--- src/rtl/order_match_engine.sv ---
// order_match_engine
// Single-symbol limit-order matcher. Tracks the best bid and best ask from
// pulsed order strobes and detects a crossed book. A crossed book runs a
// one-cycle MATCH that executes the trade at the ask price. The trade is
// skipped and the engine halts when the price jumps too far from the previous
// trade. A stretched match_flag marks each executed trade.
module order_match_engine #(
  parameter int unsigned MATCH_HOLD  = 25_000_000,
  parameter logic [7:0]  BREAK_DELTA = 8'd32
) (
  input  logic       clk,
  input  logic       resetn,
  input  logic       buy_valid,
  input  logic [7:0] buy_in,
  input  logic       sell_valid,
  input  logic [7:0] sell_in,
  input  logic       halt_req,
  input  logic       resume,
  output logic       order_ready,
  output logic [7:0] buy_price,
  output logic [7:0] sell_price,
  output logic [7:0] spread_now,
  output logic [7:0] trade_count,
  output logic [1:0] state,
  output logic       halt_flag,
  output logic       match_flag,
  output logic [7:0] last_trade
);

  typedef enum logic [1:0] {
    IDLE  = 2'b00,
    QUOTE = 2'b01,
    MATCH = 2'b10,
    HALT  = 2'b11
  } state_t;

  localparam int HOLD_W = $clog2(MATCH_HOLD + 1);
  localparam logic [HOLD_W-1:0] HOLD_LOAD = HOLD_W'(MATCH_HOLD);

  state_t            state_q;
  state_t            state_d;
  logic              bid_v;
  logic              ask_v;
  logic              lt_v;
  logic [HOLD_W-1:0] hold_q;

  logic              crossed;
  logic              buy_acc;
  logic              sell_acc;
  logic              book_clear;
  logic              trade_commit;
  logic [8:0]        diff;
  logic [8:0]        abs_diff;
  logic              breaker_trip;

  // Book status and the acceptance rules for incoming strobes.
  assign crossed     = bid_v & ask_v & (buy_price >= sell_price);
  assign order_ready = ((state_q == IDLE) | (state_q == QUOTE)) & ~crossed & ~halt_req;
  assign buy_acc     = order_ready & buy_valid  & (~bid_v | (buy_in  > buy_price));
  assign sell_acc    = order_ready & sell_valid & (~ask_v | (sell_in < sell_price));
  assign spread_now  = (bid_v & ask_v & ~crossed) ? (sell_price - buy_price) : 8'h00;

  // Circuit breaker: the absolute jump from the previous trade, in 9-bit math
  // so that the signed difference cannot wrap.
  assign diff         = {1'b0, sell_price} - {1'b0, last_trade};
  assign abs_diff     = diff[8] ? (9'd0 - diff) : diff;
  assign breaker_trip = lt_v & (abs_diff > {1'b0, BREAK_DELTA});

  assign state      = state_q;
  assign halt_flag  = (state_q == HALT);
  assign match_flag = (hold_q != '0);

  // State register.
  // NOTE: sequential state uses non-blocking (<=) so every flop samples pre-edge values.
  always_ff @(posedge clk or negedge resetn) begin
    if (!resetn) state_q <= IDLE;
    else         state_q <= state_d;
  end

  // Next-state logic; halt_req overrides everything outside HALT.
  // NOTE: every signal gets a default first so no path leaves one unassigned (no latch).
  always_comb begin
    state_d      = state_q;
    book_clear   = 1'b0;
    trade_commit = 1'b0;
    case (state_q)
      IDLE: begin
        if (halt_req) begin
          state_d    = HALT;
          book_clear = 1'b1;
        end else if (buy_acc | sell_acc) begin
          state_d = QUOTE;
        end
      end
      QUOTE: begin
        if (halt_req) begin
          state_d    = HALT;
          book_clear = 1'b1;
        end else if (crossed) begin
          state_d = MATCH;
        end else if (!(bid_v | ask_v | buy_acc | sell_acc)) begin
          state_d = IDLE;
        end
      end
      MATCH: begin
        book_clear = 1'b1;
        if (halt_req || breaker_trip) begin
          state_d = HALT;
        end else begin
          state_d      = IDLE;
          trade_commit = 1'b1;
        end
      end
      HALT: begin
        if (resume && !halt_req) state_d = IDLE;
      end
      default: state_d = IDLE;
    endcase
  end

  // Best bid/ask registers: cleared on trade or halt, improved by accepted orders.
  always_ff @(posedge clk or negedge resetn) begin
    if (!resetn) begin
      buy_price  <= 8'h00;
      sell_price <= 8'hFF;
      bid_v      <= 1'b0;
      ask_v      <= 1'b0;
    end else if (book_clear) begin
      buy_price  <= 8'h00;
      sell_price <= 8'hFF;
      bid_v      <= 1'b0;
      ask_v      <= 1'b0;
    end else begin
      if (buy_acc) begin
        buy_price <= buy_in;
        bid_v     <= 1'b1;
      end
      if (sell_acc) begin
        sell_price <= sell_in;
        ask_v      <= 1'b1;
      end
    end
  end

  // Trade record: the count wraps modulo 256 and last_trade holds the ask price.
  always_ff @(posedge clk or negedge resetn) begin
    if (!resetn) begin
      trade_count <= 8'h00;
      last_trade  <= 8'h00;
      lt_v        <= 1'b0;
    end else if (trade_commit) begin
      trade_count <= trade_count + 8'h01;
      last_trade  <= sell_price;
      lt_v        <= 1'b1;
    end
  end

  // match_flag stretcher: each trade reloads it and it counts down to zero.
  always_ff @(posedge clk or negedge resetn) begin
    if (!resetn)               hold_q <= '0;
    else if (trade_commit)     hold_q <= HOLD_LOAD;
    else if (hold_q != '0)     hold_q <= hold_q - HOLD_W'(1);
  end

endmodule

--- config.mk ---
export PLATFORM = sky130hd
export DESIGN_NAME = order_match_engine
export DESIGN_NICKNAME = d
export VERILOG_FILES = /design/src/rtl/order_match_engine.sv
export SDC_FILE = /design/constraint.sdc
export NUM_CORES = 1
export LEC_CHECK = 0
export ABC_CLOCK_PERIOD_IN_PS = 4400
export BUFFER_PORTS_ARGS = -buffer_cell sky130_fd_sc_hd__clkbuf_2
export CELL_PAD_IN_SITES_DETAIL_PLACEMENT = 1
export CELL_PAD_IN_SITES_GLOBAL_PLACEMENT = 1
export CORE_MARGIN = 3
export CORE_UTILIZATION = 43
export DETAILED_ROUTE_END_ITERATION = 10
export GPL_TIMING_DRIVEN = 0
export MAX_ROUTING_LAYER = met4
export PLACE_DENSITY_LB_ADDON = 0.15
export SETUP_SLACK_MARGIN = 0.5
export SYNTH_ARGS = -nofsm -noshare
export SYNTH_HDL_FRONTEND = slang
export SYNTH_SLANG_ARGS = --single-unit
--- constraint.sdc ---
create_clock -name clk -period 4.4 [get_ports clk]
set_input_delay 0.44 -clock clk [delete_from_list [all_inputs] [get_ports clk]]
set_output_delay 0.44 -clock clk [all_outputs]
set_load 0.05 [all_outputs]
-- Word level (Yosys, flattened, before mapping)
Cells that the tools add are included.
Widths: inputs -> output; s select.
- $lt $le $gt $ge: 4
- divide/modulo/power cells: 0
- shift-type cells: 0
- multiply operators: 0
- bitwise gates (word level): 21
- $add $sub $neg: 5
- equal/unequal tests: 6
- muxes and demuxes: 24
- reduce and logical (&&, ||, !) cells: 10
- operator list (cell ; count):
    $mux 25 ; 2
    $mux 8 ; 5
    $reduce_bool 25->1 ; 1
    $sub 25x1->25 const B ; 1
    $mux 2 ; 7
    $and 1x1->1 ; 10
    $gt 9x6->1 const B ; 1
    $mux 9 ; 1
    $sub 1x9->9 const A ; 1
    $sub 8x8->9 ; 1
    $add 8x1->8 const B ; 1
    $ge 8x8->1 ; 1
    $gt 8x8->1 ; 1
    $lt 8x8->1 ; 1
    $pmux 2 s4 ; 1
    $sub 8x8->8 ; 1
    $mux 1 ; 7
    $or 1x1->1 ; 7
    $reduce_bool 2->1 ; 3
    $eq 2x2->1 const B ; 2
    $ne 4x4->1 const B ; 1
    $not 1->1 ; 4
    $ne 3x2->1 const B ; 1
    $reduce_and 3->1 ; 1
    8 further kinds ; 8
- memories kept: 0
- logic and storage cells: 79
- bits in read-only memories: 0
- output and inout port bits: 45
- latch bits: 0
- bits of input ports: 22
- bits in writable memories: 0
- register bits after elaboration: 62

-- Longest topological paths before layout
Gate-level depths: netlist (run 1).
- depth in word-level cells: 13
- mapped depth: 15
- gate-level depth less buffers: 14

-- Worst setup path before layout (run 1)
OpenSTA, ideal clock, no wires.
- kind: reg-to-output
- from: register sell_price[0]
- to: output spread_now[3]
- path slack: 841 ps
- path buffers: 0
- cell stages (with the launch flop): 12
- data required time: 3960 ps
- arrival time: 3119 ps
- cells stage by stage: dfstp_2 > inv_1 > ha_1 > inv_1 > fa_1 > a21o_1 > a21oi_1 > o21ai_0 > o41ai_1 > inv_1 > nand3_1 > nor3_1
- cells in the longest elaborated chain, start to end: 5
- elaborated cells on any way between the ends: 6
- those cells by class: add/sub: 1; order compare: 1; mux: 1; bitwise: 3
- RTL lines (item ; RTL line ; source):
    from (decl) ; 21 ; output logic [7:0] sell_price,
    from (signal assigned) ; 139 ; sell_price <= sell_in;
    $ge 8x8->1 ; 57 ; assign crossed = bid_v & ask_v & (buy_price >= sell_price);
    $and 1x1->1 ; 57 ;
    $not 1->1 ; 61 ; assign spread_now = (bid_v & ask_v & ~crossed) ? (sell_price - buy_price) : 8'h00;
    $and 1x1->1 ; 61 ;
    $mux 8 * ; 61 ;
    to (decl) ; 22 ; output logic [7:0] spread_now,
Every way passes the cells marked *; elsewhere a longest branch is shown, timed or not.

-- Worst setup path in the final report (run 1)
- from: register sell_price[0]
- to: register hold_q[13]
- cells in the longest elaborated chain, start to end: 9
- elaborated cells on any way between the ends: 10
- those cells by class: add/sub: 2; order compare: 1; mux: 4; bitwise: 1; reduce/logical: 2
- RTL lines (item ; RTL line ; source):
    $sub 8x8->9 * ; 65 ; assign diff = {1'b0, sell_price} - {1'b0, last_trade};
    $sub 1x9->9 ; 66 ; assign abs_diff = diff[8] ? (9'd0 - diff) : diff;
    $mux 9 * ; 66 ;
    $gt 9x6->1 * ; 67 ; assign breaker_trip = lt_v & (abs_diff > {1'b0, BREAK_DELTA});
    $and 1x1->1 * ; 67 ;
    $logic_or 1x1->1 * ; 107 ; if (halt_req || breaker_trip) begin
    $mux 1 * ; 107 ;
    $mux 1 * ; 86 ; case (state_q)
    $mux 25 or $reduce_bool 2->1 (tied branches) ; -- ;
    to (signal assigned) ; 162 ; else if (hold_q != '0) hold_q <= hold_q - HOLD_W'(1);
    to (decl) ; 45 ; logic [HOLD_W-1:0] hold_q;
Marked as above.
A chain may end at the register's enable or synchronous reset.

==> flow_metrics.py, run 1 <==
metrics = {
    "die": {
        "die_wd_um": 103.4,
        "chipHeight_um": 103.4,
        "die_area_um2": 10690,
        "placeable_area_um2": 8976,
        "starting_density_of_the_core": 0.4546,
        "ios": 67,
        "floorplan.rows": 34,
    },
    "sta": {
        "grt_setup_unrepaired": "false",
        "fin_worst_skew_ns": 0.01035,
        "worstMarginPinSlew_ns": 0.8745,
        "final_hold_vio_count": 0,
        "setup-violations-final": 0,
        "post-route-min-period_ns": 3.674,
        "timing.final.crit_share": 0.8349,
        "final_max_slew_viol_count": 0,
        "fmax_ghz": 0.2722,
        "slew-limit-headroom": 0.4170,
        "setup_total_negative_slack_ns": 0,
    },
    "worst_setup_path": {
        "path_class": "reg -> reg",
        "worstPathRequired_ns": 4.62,
        "arrival_ns": 3.90,
        "worst_r2r_startpoint": "sell_price[0]",
        "critical_path.reg2reg.endpoint": "hold_q[13]",
        "r2r.worst_path.cells": 14,
        "worstPathMaxFanout": 10,
        "critical_path_end_type": "flop",
        "reg2reg_setup_slack_ns": 0.73,
        "cp-start-kind": "flop",
    },
    "synthesis": {
        "synthesis.area_um2": 4080,
        "async_flop_share": 1.000,
        "synth_top_cell_by_area": "sky130_fd_sc_hd__dfrtp_1",
        "number_of_synthesis_warnings": 0,
        "synth_enable_flop_cells": 0,
        "postSynthRegisterBits": 62,
        "synth.net_count": 517,
        "synthesized_instance_count": 459,
        "synth.avg_cell_area_um2": 8.889,
        "area_share_of_the_largest_cell_type_after_synthesis": 0.3312,
        "synth.yosys.seq_area_share": 0.3827,
        "post_synth_num_cell_types": 60,
        "dominantRegCellSynth": "sky130_fd_sc_hd__dfrtp_1",
        "synth.top_cells.by_area": "sky130_fd_sc_hd__dfrtp_1 33%, sky130_fd_sc_hd__ha_1 10%, sky130_fd_sc_hd__nand2_1 5.2%",
    },
    "cts": {
        "ctsHtreeMaxLevel": 3,
        "tritoncts_num_sinks": 62,
        "cts-buffers-inserted": 9,
        "cts-hold-fix-buffers": 0,
        "cts-root-to-sink-buffers": 2,
        "cts.clk_slew.worst_paths_ns": 0.08,
        "cts_root_buffer": "sky130_fd_sc_hd__clkbuf_8",
        "clk-insertion-delay-late_ns": 0.35,
        "clock_tree_from_tritoncts": "built",
    },
    "place": {
        "detailed_place_hpwl_mm": 8.349,
        "buffer_ports.inserted": 66,
        "place_congestion": 0.9555,
    },
    "finish": {
        "nets": 595,
        "finalCoreUtilization": 0.5330,
        "multi_input_logic_area_um2": 2330,
        "antennaDiodeCount": 0,
        "drive_gt1_frac": 0.1993,
        "fill_cells": 1088,
        "areaGrowthSynthToFinish_pct": 17.26,
        "layout.area.seq_um2": 1562,
    },
    "global_route": {
        "gr-usage-all-layers": 0.2261,
        "antenna_found_initial": 0,
        "vias_in_the_first_global_route": 3754,
        "maximum_number_of_pins_on_one_net_before_global_route_repair": 63,
        "wire_length_of_the_first_global_routing_pass_mm": 18.37,
        "overflow": 0,
    },
    "power_and_ir_drop": {
        "peakVddDrop_v": 0.0005547,
        "powerDensity_nw_per_um2": 805.2,
        "design_power_total_w": 0.003852,
        "power_leakage_nw": 2.223,
    },
    "drt": {
        "drt_iter0_markers": 91,
        "postRouteAntennaNets": 0,
        "vias": 3593,
        "drt_wl_total_mm": 10.94,
        "viasPerCell": 5.379,
        "detail_routed_net_length_per_standard_cell_um": 16.38,
        "drt_first_pass_iters": 4,
        "count_of_unresolved_drc_violations_after_routing": 0,
    },
    "min_path": {
        "holdCritPathClass": "in -> async",
    },
    "flow_run": {
        "max-cap-violations": 0,
    },
    "outcome": {
        "status": "completed",
    },
}
[routing by layer]
layer	global-route usage	up-vias	routed length (um)
met1	0.2831	1766	5036
met5	-	-	0
met2	0.3814	61	5493
li1	-	1760	-
met4	0.04084	0	57
met3	0.04762	6	354
[critical path: stages (launching register included)]
cell,delay [ns]
sky130_fd_sc_hd__dfstp_2,0.38
sky130_fd_sc_hd__inv_1,0.14
sky130_fd_sc_hd__ha_1,0.20
sky130_fd_sc_hd__inv_1,0.06
sky130_fd_sc_hd__fa_1,0.43
sky130_fd_sc_hd__a211oi_4,0.33
sky130_fd_sc_hd__o21ba_1,0.22
sky130_fd_sc_hd__nor2_1,0.10
sky130_fd_sc_hd__o311ai_1,0.30
sky130_fd_sc_hd__and4bb_1,0.26
sky130_fd_sc_hd__nor3b_2,0.38
sky130_fd_sc_hd__or3_1,0.22
sky130_fd_sc_hd__buf_6,0.16
sky130_fd_sc_hd__buf_2,0.27
sky130_fd_sc_hd__nand2_1,0.10
[cell usage after synthesis, types with 3 or more instances]
cell type and instances:
sky130_fd_sc_hd__and2_1 4, sky130_fd_sc_hd__nor3b_1 5, sky130_fd_sc_hd__buf_2 4, sky130_fd_sc_hd__nand4_1 9, sky130_fd_sc_hd__nor4_1 5, sky130_fd_sc_hd__o41ai_1 3
sky130_fd_sc_hd__a21o_1 7, sky130_fd_sc_hd__nor2b_1 7, sky130_fd_sc_hd__nor3_1 10, sky130_fd_sc_hd__clkbuf_1 8, sky130_fd_sc_hd__inv_1 39, sky130_fd_sc_hd__nand2_1 57
sky130_fd_sc_hd__xor2_1 13, sky130_fd_sc_hd__xnor2_1 21, sky130_fd_sc_hd__and3_1 5, sky130_fd_sc_hd__nand2b_1 5, sky130_fd_sc_hd__nand3_1 6, sky130_fd_sc_hd__o21ai_0 29
sky130_fd_sc_hd__ha_1 34, sky130_fd_sc_hd__a21oi_1 15, sky130_fd_sc_hd__nor2_1 50, sky130_fd_sc_hd__a211oi_1 3, sky130_fd_sc_hd__dfstp_2 8, sky130_fd_sc_hd__dfrtp_1 54
sky130_fd_sc_hd__o31ai_1 10
[area by class of cell]
| cell class | instances | area share |
|---|---|---|
| multi-input cells | 345 | 0.4869 |
| clock inverters | 6 | 0.009153 |
| repair buffers | 67 | 0.07113 |
| flip-flops and latches | 62 | 0.3264 |
| plain buffers | 13 | 0.01412 |
| well taps | 126 | 0.03295 |
| clock buffers | 10 | 0.02877 |
| inverters | 39 | 0.03060 |
[layout by cell type, fill, tap and decap left out, drive strengths merged, types with 3 or more instances in the layout]
cell | Yosys | routed
a21o | 7 | 7
nand4 | 9 | 9
inv | 39 | 42
or2 | 3 | 3
nor2 | 50 | 50
buf | 5 | 4
xnor2 | 21 | 21
nor4 | 5 | 5
xor2 | 13 | 13
nor3b | 5 | 5
o21ai | 32 | 32
a211oi | 4 | 4
nand2b | 5 | 5
nor2b | 7 | 7
nor4b | 3 | 3
nand2 | 57 | 57
dfrtp | 54 | 54
nand3 | 6 | 6
o41ai | 3 | 3
dfstp | 8 | 8
a21oi | 15 | 15
o311ai | 3 | 3
clkbuf | 8 | 86
o31ai | 10 | 10
and2 | 4 | 4
nor3 | 12 | 12
ha | 34 | 34
and3 | 5 | 5
[flip-flops by register name, summed over array words and instances (netlist names)]
register,count
lt_v,1
sell_price,8
ask_v,1
bid_v,1
state,2
buy_price,8
trade_count,8
last_trade,8
hold_q,25
[worst max path at each step]
stage          cells past startpoint     startpoint            end
4_1_cts                           14  sell_price[0]     hold_q[13]
3_3_place_gp                      15  sell_price[0]     hold_q[17]
3_5_place_dp                      14  sell_price[0]     hold_q[13]
2_1_floorplan                     11  sell_price[0]  spread_now[3]
6_report                          14  sell_price[0]     hold_q[13]
5_1_grt                           14  sell_price[0]     hold_q[13]
[through the flow]
step | hold slack (ns) | setup WS [ns] | area [um2] | instances
2_1_floorplan | 0.1444 | 0.8413 | 4080 | 459
3_3_place_gp | 0.4586 | 0.7095 | 4568 | 651
3_5_place_dp | 0.4642 | 0.5856 | 4571 | 651
4_1_cts | 0.2590 | 0.5422 | 4752 | 667
5_1_grt | 0.2940 | 0.4714 | 4785 | 668
6_report | 0.2056 | 0.7263 | 4785 | 668
[logic make-up after synthesis]
kind of cell	synth area share
muxes	0.004907
AOI/OAI and AO/OA	0.1478
DFF	0.3827
buffers and inverters	0.05090
xor gates and xnor gates	0.07298
adders and majority gates	0.1141
and+or+nand+nor	0.2266
[power by group]
part	internal (W)	switching [W]	total (W)
sequential	0.000767	0.000221	0.000988
clock	0.000224	0.000253	0.000476
combinational	0.000849	0.00154	0.00239
[what timing repair did]
| action | CTS | global route |
|---|---|---|
| buffers inserted | 0 | 1 |
| endpoints found under the setup margin | 0 | 47 |
| gates resized for setup | 0 | 7 |
Note: power is estimated with default switching activity, not from simulation.
==> inputs of run 2 (changes only) <==
--- a/config.mk
+++ b/config.mk
@@ -5,7 +5,7 @@
 export SDC_FILE = /design/constraint.sdc
 export NUM_CORES = 1
 export LEC_CHECK = 0
-export ABC_CLOCK_PERIOD_IN_PS = 4400
+export ABC_CLOCK_PERIOD_IN_PS = 3700
 export BUFFER_PORTS_ARGS = -buffer_cell sky130_fd_sc_hd__clkbuf_2
 export CELL_PAD_IN_SITES_DETAIL_PLACEMENT = 1
 export CELL_PAD_IN_SITES_GLOBAL_PLACEMENT = 1
==> constraint.sdc (replaced) <==
create_clock -name clk -period 3.7 [get_ports clk]
set_input_delay 0.37 -clock clk [delete_from_list [all_inputs] [get_ports clk]]
set_output_delay 0.37 -clock clk [all_outputs]
set_load 0.05 [all_outputs]
==> run 2 against run 1 <==
Global-route usage rose by 2.0 points. Clock-buffer cell count fell by 1. Critical path depth did not move. Critical path type is now reg -> out.
==> flow_metrics.py, run 2 (synthesis gave the netlist of run 1 again) <==
metrics = {
    "finish": {
        "drive_gt1_frac": 0.3570,
        "antennaDiodeCount": 0,
        "multi_input_logic_area_um2": 2686,
        "layout.area.seq_um2": 1565,
        "final_common_cell": "sky130_fd_sc_hd__clkbuf_2",
        "areaGrowthSynthToFinish_pct": 35.30,
        "layout_common_cells": "56 x sky130_fd_sc_hd__clkbuf_2, 51 x sky130_fd_sc_hd__dfrtp_1, 46 x sky130_fd_sc_hd__nand2_1, 34 x sky130_fd_sc_hd__inv_1, 32 x sky130_fd_sc_hd__nor2_1",
        "largest_register_ff_count": 25,
        "fill_cells": 1011,
        "nets": 616,
        "registers.top_by_ff_count": "hold_q",
    },
    "worst_setup_path": {
        "arrival_ns": 2.96,
        "cp-start-kind": "flop",
        "worst_r2r_startpoint": "sell_price[0]",
        "critical_path.reg2reg.endpoint": "trade_count[0]",
        "reg2reg_setup_slack_ns": 0.41,
        "critical_path_end_type": "primary output",
        "worstPathRequired_ns": 3.33,
        "worstPathMaxFanout": 8,
        "path_class": "reg -> out",
        "r2r.worst_path.cells": 14,
    },
    "sta": {
        "post-route-min-period_ns": 3.333,
        "final_hold_vio_count": 0,
        "fin_worst_skew_ns": 0.009287,
        "slew-limit-headroom": 0.4306,
        "final_max_slew_viol_count": 0,
        "timing.final.crit_share": 0.9008,
        "worstMarginPinSlew_ns": 0.8541,
        "setup-violations-final": 0,
        "fmax_ghz": 0.3000,
        "hold-worst-slack_ns": 0.1551,
        "grt_setup_unrepaired": "true",
        "setup_total_negative_slack_ns": 0,
    },
    "power_and_ir_drop": {
        "power_leakage_nw": 2.482,
        "powerDensity_nw_per_um2": 988.9,
        "peakVddDrop_v": 0.0006961,
    },
    "global_route": {
        "wire_length_of_the_first_global_routing_pass_mm": 19.92,
        "vias_in_the_first_global_route": 3988,
        "gr-usage-all-layers": 0.2458,
        "maximum_number_of_pins_on_one_net_before_global_route_repair": 63,
        "overflow": 0,
        "antenna_found_initial": 0,
    },
    "cts": {
        "cts.clk_slew.worst_paths_ns": 0.08,
        "cts_root_buffer": "sky130_fd_sc_hd__clkbuf_8",
        "cts-buffers-inserted": 9,
        "cts-hold-fix-buffers": 0,
        "clock_tree_from_tritoncts": "built",
        "clk-insertion-delay-late_ns": 0.34,
        "tritoncts_num_sinks": 62,
        "cts-root-to-sink-buffers": 2,
        "ctsHtreeMaxLevel": 3,
    },
    "die": {
        "floorplan.rows": 34,
        "die_area_um2": 10690,
        "placeable_area_um2": 8976,
        "starting_density_of_the_core": 0.4546,
        "chipHeight_um": 103.4,
        "ios": 67,
        "die_wd_um": 103.4,
    },
    "flow_run": {
        "max-cap-violations": 0,
    },
    "drt": {
        "count_of_unresolved_drc_violations_after_routing": 0,
        "detail_routed_net_length_per_standard_cell_um": 18.49,
        "drt_wl_total_mm": 12.74,
        "vias": 3808,
        "viasPerCell": 5.527,
        "postRouteAntennaNets": 0,
        "drt_first_pass_iters": 4,
        "drt_iter0_markers": 101,
    },
    "place": {
        "detailed_place_hpwl_mm": 8.528,
        "buffer_ports.inserted": 66,
        "place_congestion": 0.8716,
    },
    "outcome": {
        "status": "completed",
    },
    "min_path": {
        "holdCritPathClass": "in -> async",
    },
}
## run 2: repair_timing
item,4_1_cts,5_1_grt
setup buffers,9,11
pin swaps,16,28
cloned,0,2
gates resized for setup,33,134
endpoints found under the setup margin,69,69
## run 2: metrics by stage
stage / instance area (um2) / worst slack, ns / cells / total power (W) / util
finish: 5520 / 0.3672 / 689 / 0.005459 / 0.6150
global placement: 4612 / 0.1100 / 651 / 0.003859 / 0.5138
detailed placement: 4614 / 0.01489 / 651 / 0.003978 / 0.5141
global route: 5520 / 0.2735 / 689 / 0.005852 / 0.6150
floorplan: 4124 / 0.3724 / 459 / 0.003291 / -
CTS: 5012 / 0.3611 / 676 / 0.004801 / 0.5584
## run 2: metal layers
layer,up-vias,GRT usage,share of wire,wire [um]
met2,86,0.4176,0.51,6447
met3,27,0.03488,0.029,367
li1,1802,-,-,-
met1,1893,0.3013,0.44,5624
met5,-,-,0,0
met4,0,0.07869,0.024,300
## run 2: final cells by class
cell class | instances | area share
Timing Repair Buffer | 88 | 0.1120
Clock buffer | 9 | 0.02244
Sequential cell | 62 | 0.2835
Inverter | 39 | 0.02743
Tap cell | 126 | 0.02856
Clock inverter | 7 | 0.01337
Buffer | 13 | 0.02607
Multi-Input combinational cell | 345 | 0.4866
## run 2: worst max-delay path: stages, from the launching register on
cell and delay, ns:
sky130_fd_sc_hd__dfstp_2 0.39, sky130_fd_sc_hd__inv_4 0.07, sky130_fd_sc_hd__buf_6 0.09, sky130_fd_sc_hd__buf_6 0.10, sky130_fd_sc_hd__ha_4 0.15, sky130_fd_sc_hd__inv_4 0.03
sky130_fd_sc_hd__fa_2 0.36, sky130_fd_sc_hd__a21o_1 0.18, sky130_fd_sc_hd__a21oi_2 0.18, sky130_fd_sc_hd__o21ai_2 0.11, sky130_fd_sc_hd__o41ai_4 0.37, sky130_fd_sc_hd__inv_1 0.13
sky130_fd_sc_hd__nand3_4 0.22, sky130_fd_sc_hd__nor2_2 0.08, sky130_fd_sc_hd__buf_6 0.15
## run 2: worst max-delay path by stage
stage,startpoint,end,cells after the start
6_report,sell_price[0],spread_now[6],14
5_1_grt,sell_price[0],spread_now[6],14
4_1_cts,sell_price[0],hold_q[1],15
3_5_place_dp,sell_price[0],last_trade[1],13
3_3_place_gp,sell_price[0],last_trade[6],13
2_1_floorplan,sell_price[0],trade_count[6],15
## run 2: where the power goes
part / switching, W / total [W] / internal (W)
sequential: 0.000283 / 0.00120 / 0.000914
combinational: 0.00221 / 0.00365 / 0.00144
clock: 0.000305 / 0.000617 / 0.000312
total: 0.00280 / 0.00546 / 0.00266
==> inputs of run 3 (changes only) <==
--- a/config.mk
+++ b/config.mk
@@ -9,6 +9,7 @@
 export BUFFER_PORTS_ARGS = -buffer_cell sky130_fd_sc_hd__clkbuf_2
 export CELL_PAD_IN_SITES_DETAIL_PLACEMENT = 1
 export CELL_PAD_IN_SITES_GLOBAL_PLACEMENT = 1
+export CORE_ASPECT_RATIO = 1.1
 export CORE_MARGIN = 3
 export CORE_UTILIZATION = 43
 export DETAILED_ROUTE_END_ITERATION = 10
==> run 3 against run 2 <==
Clock-buffer cell count unchanged. Via count rose by 4.4%. Critical path type unchanged. Design area is 0.84% higher. Flip-flop and latch count is the same.
==> flow_metrics.py, run 3 (synthesis gave the netlist of run 1 again) <==
metrics = {
    "power_and_ir_drop": {
        "internal_power_w": 0.002712,
        "powerDensity_nw_per_um2": 1012,
        "design_power_total_w": 0.005631,
        "power_leakage_nw": 2.516,
        "p_comb_frac": 0.658,
        "switching_power_w": 0.002919,
        "seqPwrFrac": 0.214,
        "peakVddDrop_v": 0.0006185,
        "p_sw_frac": 0.5184,
        "power.share.clock": 0.128,
    },
    "sta": {
        "grt_setup_unrepaired": "true",
        "fin_worst_skew_ns": 0.01040,
        "fmax_ghz": 0.2850,
        "timing.final.crit_share": 0.9483,
        "slew-limit-headroom": 0.4015,
        "post-route-min-period_ns": 3.509,
        "worstMarginPinSlew_ns": 0.8977,
        "setup-violations-final": 0,
        "final_hold_vio_count": 0,
        "final_max_slew_viol_count": 0,
    },
    "finish": {
        "final_common_cell": "sky130_fd_sc_hd__clkbuf_2",
        "antennaDiodeCount": 0,
        "fill_cells": 1025,
        "finalCoreUtilization": 0.6148,
        "nets": 621,
        "largest_register_ff_count": 25,
        "drive_gt1_frac": 0.3680,
        "areaGrowthSynthToFinish_pct": 36.43,
        "registers.top_by_ff_count": "hold_q",
        "layout_common_cells": "56 x sky130_fd_sc_hd__clkbuf_2, 51 x sky130_fd_sc_hd__dfrtp_1, 41 x sky130_fd_sc_hd__nand2_1, 41 x sky130_fd_sc_hd__nor2_1, 35 x sky130_fd_sc_hd__inv_1",
    },
    "min_path": {
        "holdCritPathClass": "in -> async",
    },
    "worst_setup_path": {
        "critical_path.reg2reg.endpoint": "hold_q[1]",
        "reg2reg_setup_slack_ns": 0.29,
        "worst_r2r_startpoint": "sell_price[0]",
        "end_of_the_critical_path": "spread_now[4]",
        "worstPathRequired_ns": 3.33,
        "cp-startpoint": "sell_price[0]",
        "cp-start-kind": "flop",
        "critical_path_end_type": "primary output",
        "path_class": "reg -> out",
        "worstPathMaxFanout": 8,
        "r2r.worst_path.cells": 14,
        "arrival_ns": 3.14,
    },
    "die": {
        "ios": 67,
        "die_wd_um": 98.88,
        "chipHeight_um": 108.2,
        "floorplan.rows": 36,
        "die_area_um2": 10690,
        "placeable_area_um2": 9054,
        "starting_density_of_the_core": 0.4507,
    },
    "global_route": {
        "overflow": 0,
        "wire_length_of_the_first_global_routing_pass_mm": 20.69,
        "vias_in_the_first_global_route": 4032,
        "gr-usage-all-layers": 0.2530,
        "antenna_found_initial": 0,
        "maximum_number_of_pins_on_one_net_before_global_route_repair": 63,
    },
    "outcome": {
        "status": "completed",
    },
    "cts": {
        "clock_tree_from_tritoncts": "built",
        "cts-buffers-inserted": 9,
        "ctsHtreeMaxLevel": 3,
        "cts-root-to-sink-buffers": 2,
        "cts_root_buffer": "sky130_fd_sc_hd__clkbuf_8",
        "tritoncts_num_sinks": 62,
        "cts.clk_slew.worst_paths_ns": 0.09,
        "cts-hold-fix-buffers": 0,
        "clk-insertion-delay-late_ns": 0.37,
    },
    "flow_run": {
        "max-cap-violations": 0,
    },
    "drt": {
        "detail_routed_net_length_per_standard_cell_um": 21.52,
        "drt_first_pass_iters": 4,
        "count_of_unresolved_drc_violations_after_routing": 0,
        "vias": 3977,
        "viasPerCell": 5.831,
        "drt_wl_total_mm": 14.68,
        "drt_iter0_markers": 188,
        "postRouteAntennaNets": 0,
    },
    "place": {
        "buffer_ports.inserted": 66,
        "detailed_place_hpwl_mm": 8.544,
        "place_congestion": 0.8567,
    },
}
[run 3: per-layer routing]
metal | up-vias | GRT usage | routed length (um)
met5 | - | - | 0
met4 | 0 | 0.1122 | 486
met3 | 45 | 0.03161 | 504
met2 | 111 | 0.4242 | 7723
met1 | 2010 | 0.3060 | 5960
li1 | 1811 | - | -
[run 3: power groups by stage]
stage / Clock, W / Combinational (W) / Sequential, W
after floorplan: 0 / 0.00178 / 0.00151
after global placement: 0 / 0.00269 / 0.00117
after detailed placement: 0 / 0.00279 / 0.00118
after CTS: 0.000706 / 0.00319 / 0.00116
after global routing: 0.000743 / 0.00399 / 0.00124
final: 0.000720 / 0.00371 / 0.00120
[run 3: cell type report]
type | instances | area (um2) | area share
multi-input combinational | 345 | 2705 | 0.4860
sequential | 62 | 1565 | 0.2812
timing repair buffer | 93 | 654.4 | 0.1176
inverter | 39 | 148.9 | 0.02675
tap | 114 | 142.6 | 0.02562
buffer | 13 | 128.9 | 0.02315
clock buffer | 9 | 123.9 | 0.02225
clock inverter | 7 | 97.59 | 0.01753
[run 3: worst max-delay path: stages (launching register included)]
cell                      delay (ns)
sky130_fd_sc_hd__dfstp_2        0.39
sky130_fd_sc_hd__inv_4          0.07
sky130_fd_sc_hd__buf_4          0.11
sky130_fd_sc_hd__buf_6          0.09
sky130_fd_sc_hd__ha_4           0.14
sky130_fd_sc_hd__inv_2          0.04
sky130_fd_sc_hd__fa_2           0.36
sky130_fd_sc_hd__a21o_1         0.21
sky130_fd_sc_hd__a21oi_2        0.23
sky130_fd_sc_hd__o21ai_2        0.09
sky130_fd_sc_hd__o41ai_2        0.35
sky130_fd_sc_hd__inv_1          0.14
sky130_fd_sc_hd__nand3_4        0.20
sky130_fd_sc_hd__buf_4          0.16
sky130_fd_sc_hd__nor2_4         0.03
sky130_fd_sc_hd__buf_8          0.15
[run 3: per-stage QoR]
stage	std cells	hold WS, ns	setup TNS [ns]	area [um2]	worst slack, ns
after floorplan	459	0.07441	0	4124	0.3724
after detailed placement	639	0.4808	-0.1432	4599	-0.03000
after CTS	667	0.1781	0	5046	0.3980
after global placement	639	0.4542	0	4597	0.07666
after global routing	682	0.2099	0	5567	0.04671
final	682	0.1428	0	5567	0.1913
[run 3: what timing repair did]
item                       4_1_cts  5_1_grt
resized for setup               31      140
pin swaps                       17       27
cloned                           0        2
buffers inserted                12       13
setup endpoints to repair       69       69
[run 3: worst min path at each step]
stage	startpoint	to	cells past startpoint
after floorplan	resetn	ask_v	0
after global placement	hold_q[24]	hold_q[24]	2
after detailed placement	lt_v	lt_v	2
after CTS	resetn	hold_q[8]	1
final	resetn	buy_price[5]	1
after global routing	resetn	buy_price[5]	1
